### config.mk
export PLATFORM = sky130hd
export DESIGN_NAME = q88_mac_neuron
export DESIGN_NICKNAME = d
export VERILOG_FILES = /design/src/rtl/q88_mac_neuron.sv
export SDC_FILE = /design/constraint.sdc
export NUM_CORES = 1
export LEC_CHECK = 0
export ABC_AREA = 1
export CAP_MARGIN = 20
export CORE_ASPECT_RATIO = 1.25
export CORE_MARGIN = 3
export CORE_UTILIZATION = 65
export DETAILED_ROUTE_END_ITERATION = 6
export PLACE_DENSITY = 0.85
export SLEW_MARGIN = 20
export SYNTH_ARGS = -nofsm -noshare
export SYNTH_HDL_FRONTEND = slang
export SYNTH_SLANG_ARGS = --single-unit
### constraint.sdc
create_clock -name clk -period 14.5 [get_ports clk]
set_clock_uncertainty 0.1 [all_clocks]
set_input_delay 2.9 -clock clk [delete_from_list [all_inputs] [get_ports clk]]
set_output_delay 2.9 -clock clk [all_outputs]
set_load 0.005 [all_outputs]
### src/rtl/q88_mac_neuron.sv
// Single Q8.8 neuron: bias + dot product over VEC_LEN pairs, saturated to Q8.8,
// then optional ReLU / leaky ReLU. Stream in pairs, hand one result downstream.
module q88_mac_neuron #(
  parameter int VEC_LEN     = 8,
  parameter int ACC_W       = 40,
  parameter int LEAKY_SHIFT = 3
) (
  input  logic               clk,
  input  logic               rst,
  input  logic               start,
  input  logic signed [15:0] bias,
  input  logic [1:0]         act_sel,
  output logic               busy,
  input  logic               in_valid,
  output logic               in_ready,
  input  logic signed [15:0] in_x,
  input  logic signed [15:0] in_w,
  output logic               out_valid,
  input  logic               out_ready,
  output logic signed [15:0] out_y,
  output logic               out_sat
);

  localparam int CNT_W = (VEC_LEN > 1) ? $clog2(VEC_LEN) : 1;
  localparam logic [CNT_W-1:0] LAST_IDX = CNT_W'(VEC_LEN - 1);
  localparam logic signed [ACC_W-1:0] T_MAX = ACC_W'(32767);
  localparam logic signed [ACC_W-1:0] T_MIN = -ACC_W'(32768);

  typedef enum logic [1:0] {
    S_IDLE,
    S_ACCUM,
    S_EXTRACT,
    S_OUTPUT
  } state_t;

  state_t                   state_reg;
  logic signed [ACC_W-1:0]  acc_reg;
  logic [CNT_W-1:0]         count_reg;
  logic [1:0]               act_reg;
  logic                     busy_reg;
  logic                     in_ready_reg;
  logic                     out_valid_reg;
  logic signed [15:0]       out_y_reg;
  logic                     out_sat_reg;

  logic signed [31:0]       product;
  logic signed [ACC_W-1:0]  bias_aligned;
  logic signed [ACC_W-1:0]  t_full;
  logic signed [15:0]       sat_t;
  logic                     sat_flag;
  logic signed [15:0]       act_y;

  assign product      = in_x * in_w;
  // Q8.8 bias moved into the Q16.16 domain of the products.
  assign bias_aligned = {{(ACC_W-16){bias[15]}}, bias} <<< 8;
  assign t_full       = acc_reg >>> 8;

  always_comb begin
    sat_flag = 1'b0;
    sat_t    = t_full[15:0];
    if (t_full > T_MAX) begin
      sat_t    = 16'sh7FFF;
      sat_flag = 1'b1;
    end else if (t_full < T_MIN) begin
      sat_t    = 16'sh8000;
      sat_flag = 1'b1;
    end

    act_y = sat_t;
    if (sat_t[15]) begin
      case (act_reg)
        2'd1:    act_y = 16'sh0000;
        2'd2:    act_y = sat_t >>> LEAKY_SHIFT;
        default: act_y = sat_t;
      endcase
    end
  end

  always_ff @(posedge clk) begin
    if (rst) begin
      state_reg     <= S_IDLE;
      acc_reg       <= '0;
      count_reg     <= '0;
      act_reg       <= 2'd0;
      busy_reg      <= 1'b0;
      in_ready_reg  <= 1'b0;
      out_valid_reg <= 1'b0;
      out_y_reg     <= 16'sh0000;
      out_sat_reg   <= 1'b0;
    end else begin
      case (state_reg)
        S_IDLE: begin
          if (start) begin
            acc_reg      <= bias_aligned;
            count_reg    <= '0;
            act_reg      <= act_sel;
            busy_reg     <= 1'b1;
            in_ready_reg <= 1'b1;
            state_reg    <= S_ACCUM;
          end
        end
        S_ACCUM: begin
          if (in_valid) begin
            acc_reg   <= acc_reg + ACC_W'(product);
            count_reg <= count_reg + 1'b1;
            if (count_reg == LAST_IDX) begin
              in_ready_reg <= 1'b0;
              state_reg    <= S_EXTRACT;
            end
          end
        end
        S_EXTRACT: begin
          out_y_reg     <= act_y;
          out_sat_reg   <= sat_flag;
          out_valid_reg <= 1'b1;
          state_reg     <= S_OUTPUT;
        end
        S_OUTPUT: begin
          // Result held until taken; a coincident start is deliberately dropped.
          if (out_ready) begin
            out_valid_reg <= 1'b0;
            busy_reg      <= 1'b0;
            state_reg     <= S_IDLE;
          end
        end
        default: begin
          state_reg     <= S_IDLE;
          busy_reg      <= 1'b0;
          in_ready_reg  <= 1'b0;
          out_valid_reg <= 1'b0;
        end
      endcase
    end
  end

  assign busy      = busy_reg;
  assign in_ready  = in_ready_reg;
  assign out_valid = out_valid_reg;
  assign out_y     = out_y_reg;
  assign out_sat   = out_sat_reg;

endmodule

==> qor.csv, run 1 <==
stage,metric,value,unit
logic_synthesis,Yosys cell types,43,
sta,slew margin rel.,0.277,
detailed_routing,Vias,13900,
min_path,Worst Hold Class,reg -> reg,
detailed_routing,Via density,5.30,
cts,Root Buffer,clkbuf_16,
sta,"Period Utilization, post-route",0.657,
logic_synthesis,dominant cell by count in the synthesized netlist,inv_1,
worst_setup_path,Worst path max stage delay,0.77,ns
finish,share of layout cells above drive strength 1,0.0294,
global_route,vias in the first global route,14500,
worst_setup_path,reg2reg path depth,18,
cts,clk sinks,67,
finish,final net count,2783,
global_route,largest net degree at the start of global routing,52,
logic_synthesis,Synth top cells by count,"inv_1, nand2_1, fa_1",
global_route,Congestion Overflow GR,0,
cts,post-CTS setup buffer count,0,
floorplan,Die H,186,um
sta,Final Max Slew Viols,0,
sta,final hold vios,0,
worst_setup_path,worst r2r src,acc_reg[15]$_SDFFE_PP0P_,
sta,setup_tns,0,ns
cts,Clock transition at path regs,0.06,ns
floorplan,die width,150,um
sta,Tmin final,9.53,ns
placement,PortBufs,74,
worst_setup_path,WP data required,14.56,ns
global_route,initial antenna violation count,0,
worst_setup_path,CP max FO,17,
worst_setup_path,Setup crit end kind,flop,
sta,number of setup violations in the final report,0,
worst_setup_path,"Cell Chain, Critical Path","clkdlybuf4s50_1, nand2_1, inv_1, fa_1, fa_1, inv_1, fa_1, fa_1, inv_1, fa_1, inv_1, fa_1, inv_1, ha_1, nand2_1, nor2_1, nand2_1, nor2_1, nand3_1, nand3_1, nand2_1, nand3_1, a21oi_1",
logic_synthesis,synth top area cells,"fa_1, inv_1, nand2_1, ha_1, dfxtp_1",
finish,max FFs per register,40,
detailed_routing,DRC viols,0,
logic_synthesis,Syn Inst Count,2270,
logic_synthesis,Post-synth EDFFs,0,
cts,CTS tree,done,
floorplan,core area,25300,um2
placement,RD Place Congestion,1.00,
detailed_routing,WL final,42.7,mm
logic_synthesis,post-synth top area share,0.394,
finish,Fillers,2069,
cts,H-tree Lvls,3,
worst_setup_path,Setup CP Type,in -> reg,
worst_setup_path,crit-path most repeated cell,fa_1,
logic_synthesis,Yosys reg bits,67,
global_route,gr usage total,0.324,
cts,cts bufs inserted,9,
outcome,status,finished clean,
worst_setup_path,flop-to-flop setup slack,9.49,ns
worst_setup_path,worst path arrival time,9.60,ns
cts,Resize count post-CTS,0,
logic_synthesis,synthesized area,16800,um2
sta,RSZ-0062 raised after global routing,no,
cts,# hold bufs at CTS,0,
sta,Worst-Margin Slew,1.08,ns
logic_synthesis,cell taking the most area after synthesis,fa_1,
logic_synthesis,Syn. warnings,0,
logic_synthesis,syn_area_per_cell,7.39,um2
detailed_routing,drt wl/cell,16.3,um
placement,placed wire-length estimate,36.8,mm
logic_synthesis,"Seq/Total Area, Yosys",0.0800,
detailed_routing,final antenna-violating net count,0,
detailed_routing,Initial DRC Count,851,
cts,Max clock buf depth,2,
worst_setup_path,Crit. path cell count,23,
worst_setup_path,critical path buffer and inverter count,6,
detailed_routing,drt pass-1 iters,5,
floorplan,Starting Density,0.663,
job,max_cap viols,0,
floorplan,I/O pins,75,
finish,P&R area growth vs syn,6.50,%
worst_setup_path,worst setup path end,acc_reg[36]$_SDFFE_PP0P_,
logic_synthesis,syn nets,2779,
logic_synthesis,Post-synth top flop,dfxtp_1,
worst_setup_path,crit path from,in_x[15],
cts,Clock Latency Late Sink,0.33,ns
finish,total inserted antenna cells,0,
worst_setup_path,Critical Path Source Type,primary input,
global_route,first-pass GRT wire length,71.5,mm
worst_setup_path,capture point of the worst reg-to-reg path,acc_reg[22]$_SDFFE_PP0P_,
worst_setup_path,Top Family by Delay on Critical Path,adder cells,
worst_setup_path,Critical-path top delay cell,fa_1,
logic_synthesis,Post-synth ARST share,0,
floorplan,# rows,65,
sta,fmax,0.105,GHz
floorplan,die area,27800,um2
-- metal layers --
layer | global-route usage | share of wire | vias up
li1 | - | - | 6541
met1 | 0.414 | 0.39 | 6742
met2 | 0.586 | 0.53 | 466
met3 | 0.0334 | 0.055 | 112
met4 | 0.0981 | 0.030 | 0
met5 | 0 | 0 | -
-- worst min-delay path by stage --
stage	start	to	slack (ns)	cells after the start
2_1_floorplan	count_reg[0]$_SDFFE_PP0P_	count_reg[0]$_SDFFE_PP0P_	0.33	1
3_3_place_gp	count_reg[0]$_SDFFE_PP0P_	count_reg[0]$_SDFFE_PP0P_	0.35	1
3_5_place_dp	count_reg[0]$_SDFFE_PP0P_	count_reg[0]$_SDFFE_PP0P_	0.36	1
4_1_cts	out_y[15]$_SDFFE_PP0P_	out_y[15]$_SDFFE_PP0P_	0.37	2
5_1_grt	count_reg[0]$_SDFFE_PP0P_	count_reg[0]$_SDFFE_PP0P_	0.38	1
6_report	out_y[15]$_SDFFE_PP0P_	out_y[15]$_SDFFE_PP0P_	0.37	2
-- layout by cell type (no fill, tap or decap), types with 5 or more instances in the layout --
cell	count
fa_1	330
ha_1	124
buf_4	5
o211ai_1	9
a22oi_1	14
dfxtp_1	67
nand2_1	579
nor2_1	102
nand3b_1	10
nor3_1	7
o21ai_0	27
a21oi_1	95
nand3_2	5
o21bai_1	7
inv_1	670
nand2_2	14
clkdlybuf4s50_1	73
a21oi_2	5
nand3_1	64
clkbuf_16	9
nand4_1	12
-- cell type report --
class,count,area [um2],area share
Clock buffer,10,229,0.0128
Multi-Input combinational cell,1443,12500,0.702
Inverter,674,2530,0.142
Timing Repair Buffer,79,773,0.0433
Sequential cell,67,1340,0.0751
Clock inverter,5,31.3,0.00175
Tap cell,335,419,0.0235
-- cells by family after synthesis --
kind of cell	synth area share
compound gates	0.0600
xor+xnor	0.00104
fa+ha+maj	0.486
buf+inv	0.172
flops	0.0800
simple gates	0.200
-- worst min-delay path, stage by stage (launching register included) --
cell,delay (ns)
dfxtp_1,0.31
nand2_1,0.06
a21oi_1,0.06
-- stage by stage --
stage | instances | setup WS [ns] | utilization | hold WS, ns | instance area, um2
final | 2613 | 4.97 | 0.706 | 0.366 | 17900
after global routing | 2613 | 4.44 | 0.706 | 0.378 | 17900
after floorplan | 2270 | 5.92 | - | 0.329 | 16800
after global placement | 2598 | 4.83 | 0.696 | 0.351 | 17600
after detailed placement | 2598 | 4.69 | 0.696 | 0.357 | 17600
after CTS | 2613 | 5.01 | 0.706 | 0.367 | 17900
Power of run 1 is left out: the tool's default activity adds up to more than one toggle a clock period on the data nets, which glitch-free logic cannot reach.
==> run 2, diff against run 1 <==
Settings changed: CORE_UTILIZATION 65 to 64, PLACE_DENSITY 0.85 to 0.84.
Clock period 14.5 ns to 9.9 ns, I/O delays scaled along.
==> qor.csv, run 2 (synthesis results as in run 1) <==
stage,metric,value,unit,change
sta,fmax,0.117,GHz,
sta,Tmin final,8.52,ns,
detailed_routing,final antenna-violating net count,0,,unchanged
sta,PnR worst setup slack,1.38,ns,was 4.97 ns
finish,P&R area growth vs syn,6.99,%,was 6.50%
sta,setup_tns,0,ns,unchanged
global_route,initial antenna violation count,0,,unchanged
floorplan,I/O pins,75,,unchanged
worst_setup_path,Worst path max stage delay,0.96,ns,was 0.77 ns
cts,clk sinks,67,,unchanged
detailed_routing,Vias,13900,,about the same
global_route,gr usage total,0.324,,about the same
detailed_routing,DRC viols,0,,unchanged
cts,Clock Latency Late Sink,0.34,ns,was 0.33 ns
worst_setup_path,crit-path most repeated cell,fa_1,,unchanged
sta,Worst-Margin Slew,1.08,ns,about the same
worst_setup_path,Critical-path top delay cell,clkdlybuf4s50_1,,was fa_1
floorplan,# rows,65,,unchanged
global_route,first-pass GRT wire length,73.0,mm,was 71.5 mm
finish,"commonest non-fill, non-tap cell in the layout",inv_1,,unchanged
sta,number of setup violations in the final report,0,,unchanged
sta,slew margin rel.,0.279,,was 0.277
worst_setup_path,worst path arrival time,8.60,ns,was 9.60 ns
cts,Root Buffer,clkbuf_16,,unchanged
sta,hold slack final,0.360,ns,was 0.366 ns
cts,Max clock buf depth,2,,unchanged
global_route,vias in the first global route,15000,,was 14500
finish,Layout Cells excl Fill,2614,,was 2613
finish,total inserted antenna cells,0,,unchanged
global_route,largest net degree at the start of global routing,52,,unchanged
floorplan,die width,151,um,was 150 um
detailed_routing,Via density,5.33,,was 5.30
outcome,status,finished clean,,unchanged
cts,H-tree Lvls,3,,unchanged
placement,RD Place Congestion,1.00,,about the same
placement,placed wire-length estimate,37.2,mm,was 36.8 mm
finish,share of layout cells above drive strength 1,0.0298,,was 0.0294
worst_setup_path,WP data required,9.98,ns,was 14.56 ns
placement,PortBufs,74,,unchanged
detailed_routing,WL final,43.2,mm,was 42.7 mm
worst_setup_path,Setup CP Type,in -> reg,,unchanged
cts,# hold bufs at CTS,0,,unchanged
detailed_routing,drt wl/cell,16.5,um,was 16.3 um
detailed_routing,drt pass-1 iters,5,,unchanged
worst_setup_path,Setup crit end kind,flop,,unchanged
sta,final hold vios,0,,unchanged
floorplan,Die H,187,um,was 186 um
floorplan,die area,28200,um2,was 27800 um2
cts,CTS tree,done,,unchanged
global_route,Congestion Overflow GR,0,,unchanged
cts,Clock transition at path regs,0.07,ns,was 0.06 ns
finish,final net count,2783,,unchanged
detailed_routing,Initial DRC Count,805,,was 851
cts,Resize count post-CTS,0,,unchanged
worst_setup_path,CP max FO,16,,was 17
worst_setup_path,Critical Path Source Type,primary input,,unchanged
placement,pre-CTS setup slack,1.04,ns,was 4.69 ns
finish,max FFs per register,40,,unchanged
sta,RSZ-0062 raised after global routing,no,,unchanged
floorplan,Starting Density,0.657,,was 0.663
finish,most used cells in the layout excluding fill and tap cells,"inv_1, nand2_1, fa_1",,unchanged
worst_setup_path,"Cell Chain, Critical Path","clkdlybuf4s50_1, nand2_1, fa_1, inv_1, fa_1, inv_1, fa_1, fa_1, inv_1, fa_1, inv_1, fa_1, inv_1, ha_1, nand2_1, nor2_1, nand2_1, nor2_1, nand3_1, nand3_1, nand2_1, nand3_1, a21oi_1",,"was clkdlybuf4s50_1, nand2_1, inv_1, fa_1, fa_1, inv_1, fa_1, fa_1, inv_1, fa_1, inv_1, fa_1, inv_1, ha_1, nand2_1, nor2_1, nand2_1, nor2_1, nand3_1, nand3_1, nand2_1, nand3_1, a21oi_1"
floorplan,core area,25500,um2,was 25300 um2
worst_setup_path,Top Family by Delay on Critical Path,adder cells,,unchanged
cts,cts bufs inserted,9,,unchanged
job,max_cap viols,0,,unchanged
cts,post-CTS setup buffer count,0,,unchanged
sta,Final Max Slew Viols,0,,unchanged
min_path,Worst Hold Class,reg -> reg,,unchanged
placement,placed cell count,2598,,unchanged
sta,"Period Utilization, post-route",0.861,,
worst_setup_path,critical path buffer and inverter count,6,,unchanged
## run 2: cell type report
type	count	area (um2)
clock inverters	6	113
inverters	674	2530
fillers	2103	7590
flip-flops and latches	67	1340
multi-input cells	1443	12500
repair buffers	79	773
well taps	335	419
clock buffers	10	229
## run 2: layer usage
layer | up-vias | share of wire | wire length, um | GRT usage
met2 | 510 | 0.51 | 22100 | 0.558
li1 | 6538 | - | - | -
met4 | 0 | 0.039 | 1700 | 0.130
met5 | - | 0 | 0 | 0
met3 | 126 | 0.056 | 2410 | 0.0441
met1 | 6755 | 0.39 | 17000 | 0.409
## run 2: path summary, 6_finish.rpt
check,from,endpoint,slack (ns),cells after the start
worst max-delay path,in_w[4],acc_reg[36]$_SDFFE_PP0P_,1.38,23
worst min-delay path,in_ready$_SDFFE_PP0P_,in_ready$_SDFFE_PP0P_,0.36,2
worst max register to register,acc_reg[15]$_SDFFE_PP0P_,acc_reg[22]$_SDFFE_PP0P_,4.92,18
worst min register to register,in_ready$_SDFFE_PP0P_,in_ready$_SDFFE_PP0P_,0.36,2
## run 2: per-stage QoR
| stage | instance area (um2) | util |
|---|---|---|
| 4_1_cts | 17900 | 0.703 |
| 6_report | 17900 | 0.703 |
| 3_3_place_gp | 17600 | 0.689 |
| 5_1_grt | 17900 | 0.703 |
| 3_5_place_dp | 17600 | 0.689 |
| 2_1_floorplan | 16800 | - |
## run 2: tightest hold or removal path: stages (launching register included)
cell and delay [ns]:
dfxtp_1 0.31, nand2_1 0.06, a21oi_1 0.05
Power of run 2 is left out for the same reason.
